`src/rtl/ecc_decoder_pipe.sv`:
```
// rtl/ecc_decoder_pipe.sv - two-stage SECDED (72,64) decoder with stall handshake and error counters
module ecc_decoder_pipe #(
   parameter int data_bit_width      = 64,
   parameter int redundant_bit_width = 8
) (
   input  logic                                          clk,
   input  logic                                          rst,
   input  logic [data_bit_width+redundant_bit_width-1:0] dec_data_in,
   input  logic                                          dec_valid_in,
   output logic                                          dec_ready_out,
   output logic [data_bit_width-1:0]                     dec_data_out,
   output logic                                          dec_valid_out,
   input  logic                                          dec_ready_in,
   output logic                                          err_single,
   output logic                                          err_double,
   output logic [redundant_bit_width-2:0]                err_pos,
   input  logic                                          clear_counts,
   output logic [15:0]                                   single_count,
   output logic [15:0]                                   double_count
);

   localparam int CW_W  = data_bit_width + redundant_bit_width;
   localparam int SYN_W = redundant_bit_width - 1;

   logic                      advance;
   logic [SYN_W-1:0]          syn_d;
   logic                      par_d;

   logic                      s1_valid_q;
   logic [CW_W-1:0]           s1_cw_q;
   logic [SYN_W-1:0]          s1_syn_q;
   logic                      s1_par_q;

   logic [CW_W-1:0]           flip_d;
   logic [CW_W-1:0]           fixed_cw_d;
   logic [data_bit_width-1:0] data_d;
   logic                      single_d;
   logic                      double_d;
   logic [SYN_W-1:0]          pos_d;

   logic                      valid_q;
   logic [data_bit_width-1:0] data_q;
   logic                      single_q;
   logic                      double_q;
   logic [SYN_W-1:0]          pos_q;
   logic [15:0]               single_cnt_q;
   logic [15:0]               double_cnt_q;

   // Both stages move together; a held output word freezes the whole pipe.
   assign advance       = !valid_q || dec_ready_in;
   assign dec_ready_out = advance;

   // Syndrome is the XOR of the indices of all set bits; bit 0 only feeds overall parity.
   always_comb begin
      syn_d = '0;
      for (int i = 1; i < CW_W; i++) begin
         if (dec_data_in[i]) syn_d = syn_d ^ SYN_W'(i);
      end
      par_d = ^dec_data_in;
   end

   // Classify the syndrome/parity pair, flip the faulty bit and strip parity positions.
   always_comb begin
      single_d = 1'b0;
      double_d = 1'b0;
      pos_d    = '0;
      flip_d   = '0;
      if (s1_par_q) begin
         if (s1_syn_q == '0) begin
            single_d = 1'b1;
         end else if (int'(s1_syn_q) <= CW_W - 1) begin
            single_d = 1'b1;
            pos_d    = s1_syn_q;
            flip_d   = {{(CW_W-1){1'b0}}, 1'b1} << s1_syn_q;
         end else begin
            double_d = 1'b1;
         end
      end else if (s1_syn_q != '0) begin
         double_d = 1'b1;
      end
      fixed_cw_d = s1_cw_q ^ flip_d;
      data_d     = '0;
      begin
         int k;
         k = 0;
         for (int p = 1; p < CW_W; p++) begin
            if (((p & (p - 1)) != 0) && (k < data_bit_width)) begin
               data_d[k] = fixed_cw_d[p];
               k = k + 1;
            end
         end
      end
   end

   // Pipeline registers: stage 1 holds codeword and syndrome, stage 2 holds the result.
   always_ff @(posedge clk) begin
      if (rst) begin
         s1_valid_q <= 1'b0;
         s1_cw_q    <= '0;
         s1_syn_q   <= '0;
         s1_par_q   <= 1'b0;
         valid_q    <= 1'b0;
         data_q     <= '0;
         single_q   <= 1'b0;
         double_q   <= 1'b0;
         pos_q      <= '0;
      end else if (advance) begin
         s1_valid_q <= dec_valid_in;
         s1_cw_q    <= dec_data_in;
         s1_syn_q   <= syn_d;
         s1_par_q   <= par_d;
         valid_q    <= s1_valid_q;
         data_q     <= data_d;
         single_q   <= s1_valid_q && single_d;
         double_q   <= s1_valid_q && double_d;
         pos_q      <= (s1_valid_q && single_d) ? pos_d : '0;
      end
   end

   // Error counters count delivered words only; clear wins over a same-cycle increment.
   always_ff @(posedge clk) begin
      if (rst || clear_counts) begin
         single_cnt_q <= '0;
         double_cnt_q <= '0;
      end else if (valid_q && dec_ready_in) begin
         if (single_q && (single_cnt_q != 16'hFFFF)) single_cnt_q <= single_cnt_q + 16'd1;
         if (double_q && (double_cnt_q != 16'hFFFF)) double_cnt_q <= double_cnt_q + 16'd1;
      end
   end

   assign dec_valid_out = valid_q;
   assign dec_data_out  = data_q;
   assign err_single    = single_q;
   assign err_double    = double_q;
   assign err_pos       = pos_q;
   assign single_count  = single_cnt_q;
   assign double_count  = double_cnt_q;

endmodule

```
`config.mk`:
```
export PLATFORM = sky130hd
export DESIGN_NAME = ecc_decoder_pipe
export DESIGN_NICKNAME = d
export VERILOG_FILES = /design/src/rtl/ecc_decoder_pipe.sv
export SDC_FILE = /design/constraint.sdc
export NUM_CORES = 1
export LEC_CHECK = 0
export CAP_MARGIN = 10
export CORE_MARGIN = 1.5
export CORE_UTILIZATION = 45
export DETAILED_ROUTE_END_ITERATION = 16
export PLACE_DENSITY = 0.75
export SYNTH_ARGS = -nofsm -noshare
export SYNTH_HDL_FRONTEND = slang
export SYNTH_SLANG_ARGS = --single-unit
```
`constraint.sdc`:
```
create_clock -name clk -period 2 [get_ports clk]
set_clock_uncertainty 0.2 [all_clocks]
set_input_delay 0.3 -clock clk [delete_from_list [all_inputs] [get_ports clk]]
set_output_delay 0.3 -clock clk [all_outputs]
set_load 0.05 [all_outputs]
```
==> qor_table.md, run 1 <==
| Parameter | This run |
| --- | --- |
| Status | finished with violations |
| Violated checks | negative setup slack |
| Die X | 141.4 microns |
| Number of synthesized register bits | 179 |
| Share of the synthesized area in the top cell type | 41.56% |
| Setup-violating endpoint count in the final report | 4 |
| Number of remaining DRC errors | 0 |
| Ratio of cells with drive above 1 in the final layout | 28.79% |
| Number of antenna diodes | 0 |
| Worst hold path startpoint | dec_data_in[25] |
| Layout overhead on the synthesized area | 47.00% |
| Detailed-placement wirelength estimate | 18940 microns |
| Clock-pin transition on the worst setup and hold timing paths | 0.07 ns |
| Internal reg-to-reg setup slack | 0.04 ns |
| Critical path class | in2reg |
| Via count of the routed design | 8382 |
| Clock latency reported for the late side of the worst-skew pair | 0.43 ns |
| Switching power as a share of total power | 32.77% |
| Post-synth EDFFs | 0 |
| Achievable Freq | 484.2 MHz |
| Cell depth of the worst flop-to-flop path | 7 |
| Placed cell count | 1525 |
| Crit path launch type | input pin |
| Leakage power | 5.530 nW |
| Largest cells by area after synthesis | dfxtp_1 (42%), xnor2_1 (11%), nand2_1 (8.6%), xor2_1 (8.2%), nor2_1 (5.1%) |
| Leftover overflow at the end of global routing | 0 |
| Maximum fanout along the worst path | 2 |
| Final Hold Viols | 0 |
| Max-cap violations | 0 |
| Sequential power share | 36.3% |
| Vias/cell | 5.346 |
| Routed wirelength normalized by instance count | 17.11 microns |
| H-tree levels | 4 |
| Root buffer cell | clkbuf_16 |
| Clock buffers created by TritonCTS | 17 |
| Max-slew violation count | 0 |
| Final Hold Slack | 0.006687 ns |
| FFs w/ async S/R, synth | 0% |
| Final wirelength | 26840 microns |
| Most used standard cell by instance count after synthesis | nand2_1 |
| Number of nets in the final layout | 1400 |
| Number of optimization iterations in the first detailed-route pass | 5 |
| Unrepaired setup endpoints after global routing | true |
| Worst IR Drop VDD | 0.0007312 V |
| Worst Hold Class | in2reg |
| Initial core utilization | 45.94% |
| Critical register-to-register path endpoint | double_count[11]$_SDFFE_PP0P_ |
| Capturing element type of the critical path | flip-flop |
| Average footprint of a synthesized cell | 8.259 sq um |
| Post-synthesis instance area | 0.008622 sq mm |
| Cell area after placement | 0.01156 sq mm |
| Fin crit period | 2.065 ns |
| Number of distinct library cell variants in the gate-level netlist after synthesis | 38 |
| Placer congestion estimate | 0.8662 |
| Max clock buf depth | 2 |
| Worst path setup slack after routing | -0.06515 ns |
| Number of clock sinks | 179 |
| Std-Cell Core Area | 0.01877 sq mm |
| Required time of the critical path | 2.08 ns |
| Net count of the mapped netlist | 1123 |
| Die Outline Area | 0.02000 sq mm |
| IO Pins | 184 |
| Worst slew margin relative to its limit | 51.09% |
| Die Ht | 141.4 microns |
| Startpoint of the lowest-slack register-to-register path | double_count[4]$_SDFFE_PP0P_ |
| Area occupied by registers | 0.003672 sq mm |
| Most instantiated flip-flop cell in the synthesis netlist | dfxtp_1 |
| Post-route clock period utilization | 103.3% |
| Mapped Cells | 1044 |
| Data arrival, critical path | 2.15 ns |
| Vias in the first global route | 7801 |
| Power per cell area | 875.2 mW/mm^2 |
| Clock share of power | 28.9% |
| Antenna violations before repair | 0 |
| Multi-input logic area | 0.005328 sq mm |
| Fraction of power consumed by combinational cells | 34.8% |
| Filler cells | 1450 |
| Setup crit start | dec_data_in[24] |
| Finished Layout Cells | 1568 |
| Count of buffers from port buffering | 183 |
| Most frequent cells after synthesis | nand2_1 (197), dfxtp_1 (179), nor2_1 (117) |
| Initial DRC count | 585 |
| Number of routed nets with antenna violations | 0 |
| Largest net degree at the start of global routing | 148 |
| Switching power summed over all nets | 3.635 mW |
| Worst min-delay path endpoint | s1_cw_q[25]$_SDFFE_PP0P_ |
| Total routing resource utilization after global routing | 26.00% |
| Design Area, Final | 0.01267 sq mm |
| Placement Rows | 50 |
| TritonCTS clock tree | done |
| Internal Power | 7.458 mW |
| Worst Hold Path Cells | 3 |
| Fraction of the yosys area taken by sequential cells | 41.56% |
| Cell taking the most area after synthesis | dfxtp_1 |
| Measured slew at the worst slew-check pin | 0.7337 ns |
| Synth warnings | 0 |
| Fraction of the core area covered by cells at the end of the flow | 67.53% |
| Wire length of the first global-routing pass | 40340 microns |
-- layout by cell type (no fill, tap or decap), drive strengths merged, types with 3 or more instances in the layout --
master	n
dlygate4sd2	45
a211oi	51
nor3	14
clkdlybuf4s15	3
nand2	197
or3	29
clkdlybuf4s50	13
a31oi	3
nand4	12
o21ai	26
dfxtp	179
dlymetal6s2s	26
buf	231
clkinv	4
nand3	12
clkbuf	28
mux2i	3
inv	8
a21oi	77
xor2	81
nor2	117
a311oi	20
and3	9
xnor2	118
a22oi	5
-- logic make-up (layout without fill, tap and decap cells) --
| family | Yosys count | in the layout | synth area share, % |
|---|---|---|---|
| and+or+nand+nor | 403 | 403 | 19.92 |
| xor gates and xnor gates | 201 | 201 | 21.17 |
| AOI/OAI and AO/OA | 184 | 184 | 13.55 |
| DFF | 179 | 179 | 41.56 |
| buffers and inverters | 72 | 362 | 3.149 |
| muxes | 3 | 3 | 0.3483 |
| adders and majority gates | 2 | 2 | 0.2902 |
-- power groups by stage --
| stage | registers, mW | logic (mW) | clock network (mW) |
|---|---|---|---|
| final | 4.02 | 3.86 | 3.21 |
| after CTS | 4.00 | 3.57 | 3.25 |
| after floorplan | 4.30 | 1.88 | 0 |
| after global routing | 4.05 | 4.06 | 3.40 |
| after detailed placement | 4.08 | 3.40 | 0 |
| after global placement | 4.07 | 3.34 | 0 |
-- layer usage --
metal / up-vias / GRT usage, % / part of all wire [%]
li1: 4068 / - / -
met1: 3897 / 32.49 / 41
met2: 351 / 44.04 / 48
met3: 66 / 4.657 / 6.8
met4: 0 / 11.45 / 3.9
met5: - / 0 / 0
-- repair_timing --
item	in CTS	in global routing
gates resized for setup	92	74
setup endpoints to repair	29	62
pin swaps	33	43
setup buffers	3	8
cloned	0	0
hold endpoints to repair	0	1
hold buffers	0	1
-- layout make-up --
| class | instances | area share (%) |
|---|---|---|
| Tap cell | 234 | 2.310 |
| Sequential cell | 179 | 28.97 |
| Clock inverter | 8 | 0.6120 |
| Inverter | 7 | 0.2468 |
| Clock buffer | 24 | 3.801 |
| Timing Repair Buffer | 323 | 22.02 |
| Multi-Input combinational cell | 793 | 42.03 |
-- worst max-delay path by stage --
stage                                               end  slack, ns
final                          s1_syn_q[3]$_SDFFE_PP0P_      -0.07
after global routing           s1_syn_q[3]$_SDFFE_PP0P_      -0.18
after CTS                         s1_par_q$_SDFFE_PP0P_      -0.10
after detailed placement          s1_par_q$_SDFFE_PP0P_      -0.71
after global placement            s1_par_q$_SDFFE_PP0P_      -0.65
after floorplan           single_count[14]$_SDFFE_PP0P_      -0.06
-- flip-flops by register name (all words and copies together), names as in the netlist --
name	count
single_count	16
double_count	16
err_double	1
dec_data_out	64
err_pos	7
s1_syn_q	7
dec_valid_out	1
s1_par_q	1
s1_cw_q	64
err_single	1
s1_valid_q	1
-- critical path: stages --
cell and delay, ns:
clkdlybuf4s50_1 0.44, xnor2_1 0.26, xnor2_1 0.22, xnor2_2 0.16
buf_4 0.16, xnor2_1 0.26, xnor2_1 0.13, nor2_1 0.15
nor3_1 0.06
-- per-stage QoR --
step | setup WS, ns | TNS [ns] | total power, mW
detailed placement | -0.7050 | -6.560 | 7.477
floorplan | -0.05566 | -0.1133 | 6.173
CTS | -0.1038 | -0.1038 | 10.82
finish | -0.06515 | -0.1704 | 11.09
global route | -0.1830 | -0.7476 | 11.51
global placement | -0.6528 | -5.843 | 7.416
Power figures use the tool's default switching activity.
==> run 2: changes to the inputs <==
--- a/config.mk
+++ b/config.mk
@@ -13,3 +13,4 @@
 export SYNTH_ARGS = -nofsm -noshare
 export SYNTH_HDL_FRONTEND = slang
 export SYNTH_SLANG_ARGS = --single-unit
+export TNS_END_PERCENT = 5
==> run 2 against run 1 <==
Against the previous run:
- the run ends with negative hold slack, negative setup slack left
- wire length down 2.4%
- worst setup slack worse by 0.021 ns
- final area up 1.1%
- clock power up 6%
- via count down 0.93%
- register-to-register slack about the same
==> qor_table.md, run 2 (synthesis gave the netlist of run 1 again) <==
| Parameter | This run | Delta |
| --- | --- | --- |
| Status | finished with violations | unchanged |
| Violated checks | negative hold slack, negative setup slack | was negative setup slack |
| Routed wirelength normalized by instance count | 16.78 microns | was 17.11 microns |
| Max clock buf depth | 2 | unchanged |
| Die Outline Area | 0.02000 sq mm | unchanged |
| Unrepaired setup endpoints after global routing | true | unchanged |
| Total routing resource utilization after global routing | 25.01% | was 26.00% |
| TritonCTS clock tree | done | unchanged |
| Clock-pin transition on the worst setup and hold timing paths | 0.07 ns | about the same |
| Met3 demand-to-capacity share in global routing | 4.927% | was 4.657% |
| Max-cap violations | 0 | unchanged |
| CP cell instances | clkdlybuf4s50_1 > xnor2_2 > xnor2_2 > xor2_2 > xnor2_2 > xnor3_1 > a211oi_2 | was clkdlybuf4s50_1 > xnor2_1 > xnor2_1 > xnor2_2 > buf_4 > xnor2_1 > xnor2_1 > nor2_1 > nor3_1 |
| Largest stage delay, worst path | 0.46 ns | was 0.44 ns |
| Met2 Usage GRT | 41.82% | was 44.04% |
| Placer congestion estimate | 0.8984 | was 0.8662 |
| Most frequent standard cell in the layout excluding fill and tap cells | buf_4 | unchanged |
| Largest net degree at the start of global routing | 148 | unchanged |
| Final Hold Viols | 1 | was 0 |
| Data arrival, critical path | 2.24 ns | was 2.15 ns |
| Layout overhead on the synthesized area | 48.56% | was 47.00% |
| Number of remaining DRC errors | 0 | unchanged |
| Setup slack after placement | -0.6778 ns | was -0.7050 ns |
| Worst IR Drop VDD | 0.0006587 V | was 0.0007312 V |
| Leakage power | 5.658 nW | was 5.530 nW |
| Die X | 141.4 microns | unchanged |
| H-tree levels | 4 | unchanged |
| Worst Hold Class | in2reg | unchanged |
| Required time of the critical path | 2.15 ns | was 2.08 ns |
| Die Ht | 141.4 microns | unchanged |
| Capturing element type of the critical path | flip-flop | unchanged |
| Initial DRC count | 695 | was 585 |
| Crit path launch type | input pin | unchanged |
| Number of optimization iterations in the first detailed-route pass | 5 | unchanged |
| Wire length of the first global-routing pass | 39030 microns | was 40340 microns |
| Detailed-placement wirelength estimate | 18480 microns | was 18940 microns |
| Number of clock sinks | 179 | unchanged |
| Ratio of cells with drive above 1 in the final layout | 28.49% | was 28.79% |
| Antenna violations before repair | 0 | unchanged |
| Setup-violating endpoint count in the final report | 2 | was 4 |
| Final Hold Slack | -0.005977 ns | was 0.006687 ns |
| Initial core utilization | 45.94% | unchanged |
| Clock latency reported for the late side of the worst-skew pair | 0.43 ns | about the same |
| Most used cells in the layout excluding fill and tap cells | buf_4 (212), nand2_1 (194), dfxtp_1 (148) | was buf_4 (215), nand2_1 (191), dfxtp_1 (146) |
| Clock share of power | 29.9% | was 28.9% |
| Vias in the first global route | 7633 | was 7801 |
| Switching power summed over all nets | 3.711 mW | was 3.635 mW |
| Post-route total power | 11.38 mW | was 11.09 mW |
| Number of buffers and inverters on the critical path | 1 | was 2 |
| Post-CTS Hold Fix Bufs | 0 | unchanged |
| Fraction of power consumed by combinational cells | 34.7% | was 34.8% |
| Number of nets in the final layout | 1393 | was 1400 |
| Vias/cell | 5.316 | was 5.346 |
| Final wirelength | 26200 microns | was 26840 microns |
| Placement Rows | 50 | unchanged |
| Master of the slowest instance on the critical path | clkdlybuf4s50_1 | unchanged |
| Count of buffers from port buffering | 183 | unchanged |
| Power per cell area | 888.6 mW/mm^2 | was 875.2 mW/mm^2 |
| Root buffer cell | clkbuf_16 | unchanged |
| CP dominant cell by count | xnor2_2 | was xnor2_1 |
| Number of routed nets with antenna violations | 0 | unchanged |
| Clock buffers created by TritonCTS | 17 | unchanged |
| Post-route clock period utilization | 104.3% | was 103.3% |
| Met1 Use GR | 32.18% | was 32.49% |
| IO Pins | 184 | unchanged |
| Internal Power | 7.670 mW | was 7.458 mW |
| Worst slew margin relative to its limit | 53.45% | was 51.09% |
| Maximum fanout along the worst path | 2 | unchanged |
| Max-slew violation count | 0 | unchanged |
| Sequential power share | 35.4% | was 36.3% |
| Achievable Freq | 479.4 MHz | was 484.2 MHz |
| Layer carrying the most global-route usage | met2 | unchanged |
| Std-Cell Core Area | 0.01877 sq mm | unchanged |
| Switching power as a share of total power | 32.61% | was 32.77% |
| Measured slew at the worst slew-check pin | 0.6983 ns | was 0.7337 ns |
| Worst path setup slack after routing | -0.08577 ns | was -0.06515 ns |
| Leftover overflow at the end of global routing | 0 | unchanged |
| Critical path class | in2reg | unchanged |
| Fin crit period | 2.086 ns | was 2.065 ns |
| Largest delay contributor family on the critical path | XOR/XNOR gates | unchanged |
| Via count of the routed design | 8304 | was 8382 |
| Filler cells | 1424 | was 1450 |
==> run 2: final timing paths <==
check	startpoint	end	slack, ns	cells after the start
setup / recovery	dec_data_in[20]	s1_syn_q[2]$_SDFFE_PP0P_	-0.09	7
hold / removal	dec_data_in[44]	s1_cw_q[44]$_SDFFE_PP0P_	-0.006	3
setup reg to reg	s1_syn_q[0]$_SDFFE_PP0P_	dec_data_out[8]$_SDFFE_PP0P_	0.05	6
hold reg to reg	err_pos[6]$_SDFFE_PP0P_	err_pos[6]$_SDFFE_PP0P_	0.26	2
==> run 2: power by group through the flow <==
stage                     sequential [mW]  combinational [mW]  clock, mW
after global placement               4.08                3.40          0
after global routing                 4.06                4.15       3.59
final                                4.03                3.95       3.40
after CTS                            4.01                3.51       3.43
after detailed placement             4.09                3.44          0
after floorplan                      4.30                1.87          0
==> run 2: per-stage QoR <==
stage	hold WS (ns)	instance area [sq um]	std cells	util [%]	setup TNS [ns]
after detailed placement	0.2519	11520	1523	61.37	-6.233
after global placement	0.2429	11520	1523	61.37	-5.277
after floorplan	0.2370	8771	1044	-	-0.4275
after CTS	0.1561	12160	1558	64.80	-0.4139
after global routing	0.01513	12810	1561	68.23	-0.4582
final	-0.005977	12810	1562	68.25	-0.1449
==> run 2: tightest hold or removal path, cell delays in order <==
cell and delay, ns:
dlymetal6s2s_1 0.15, nand2_1 0.07, a21oi_1 0.06
==> run 2: cell type report <==
| cell class | instances | area, sq um | area share (%) |
|---|---|---|---|
| diodes | 1 | 2.502 | 0.01954 |
| clock buffers | 20 | 466.7 | 3.644 |
| clock inverters | 12 | 127.6 | 0.9964 |
| inverters | 7 | 31.28 | 0.2442 |
| multi-input cells | 793 | 5401 | 42.17 |
| flip-flops and latches | 179 | 3670 | 28.65 |
| well taps | 234 | 292.8 | 2.286 |
| repair buffers | 316 | 2816 | 21.99 |
==> run 2: metal layers <==
layer	part of all wire (%)	vias to the layer above	wire, microns
li1	-	4041	-
met1	42	3883	10910
met2	49	325	12850
met3	6.4	55	1688
met4	2.9	0	756
met5	0	-	0
==> run 2: repair_timing <==
action	in CTS	in global routing
resized for setup	30	117
pin swaps	16	51
setup endpoints to repair	25	56
setup buffers	3	3
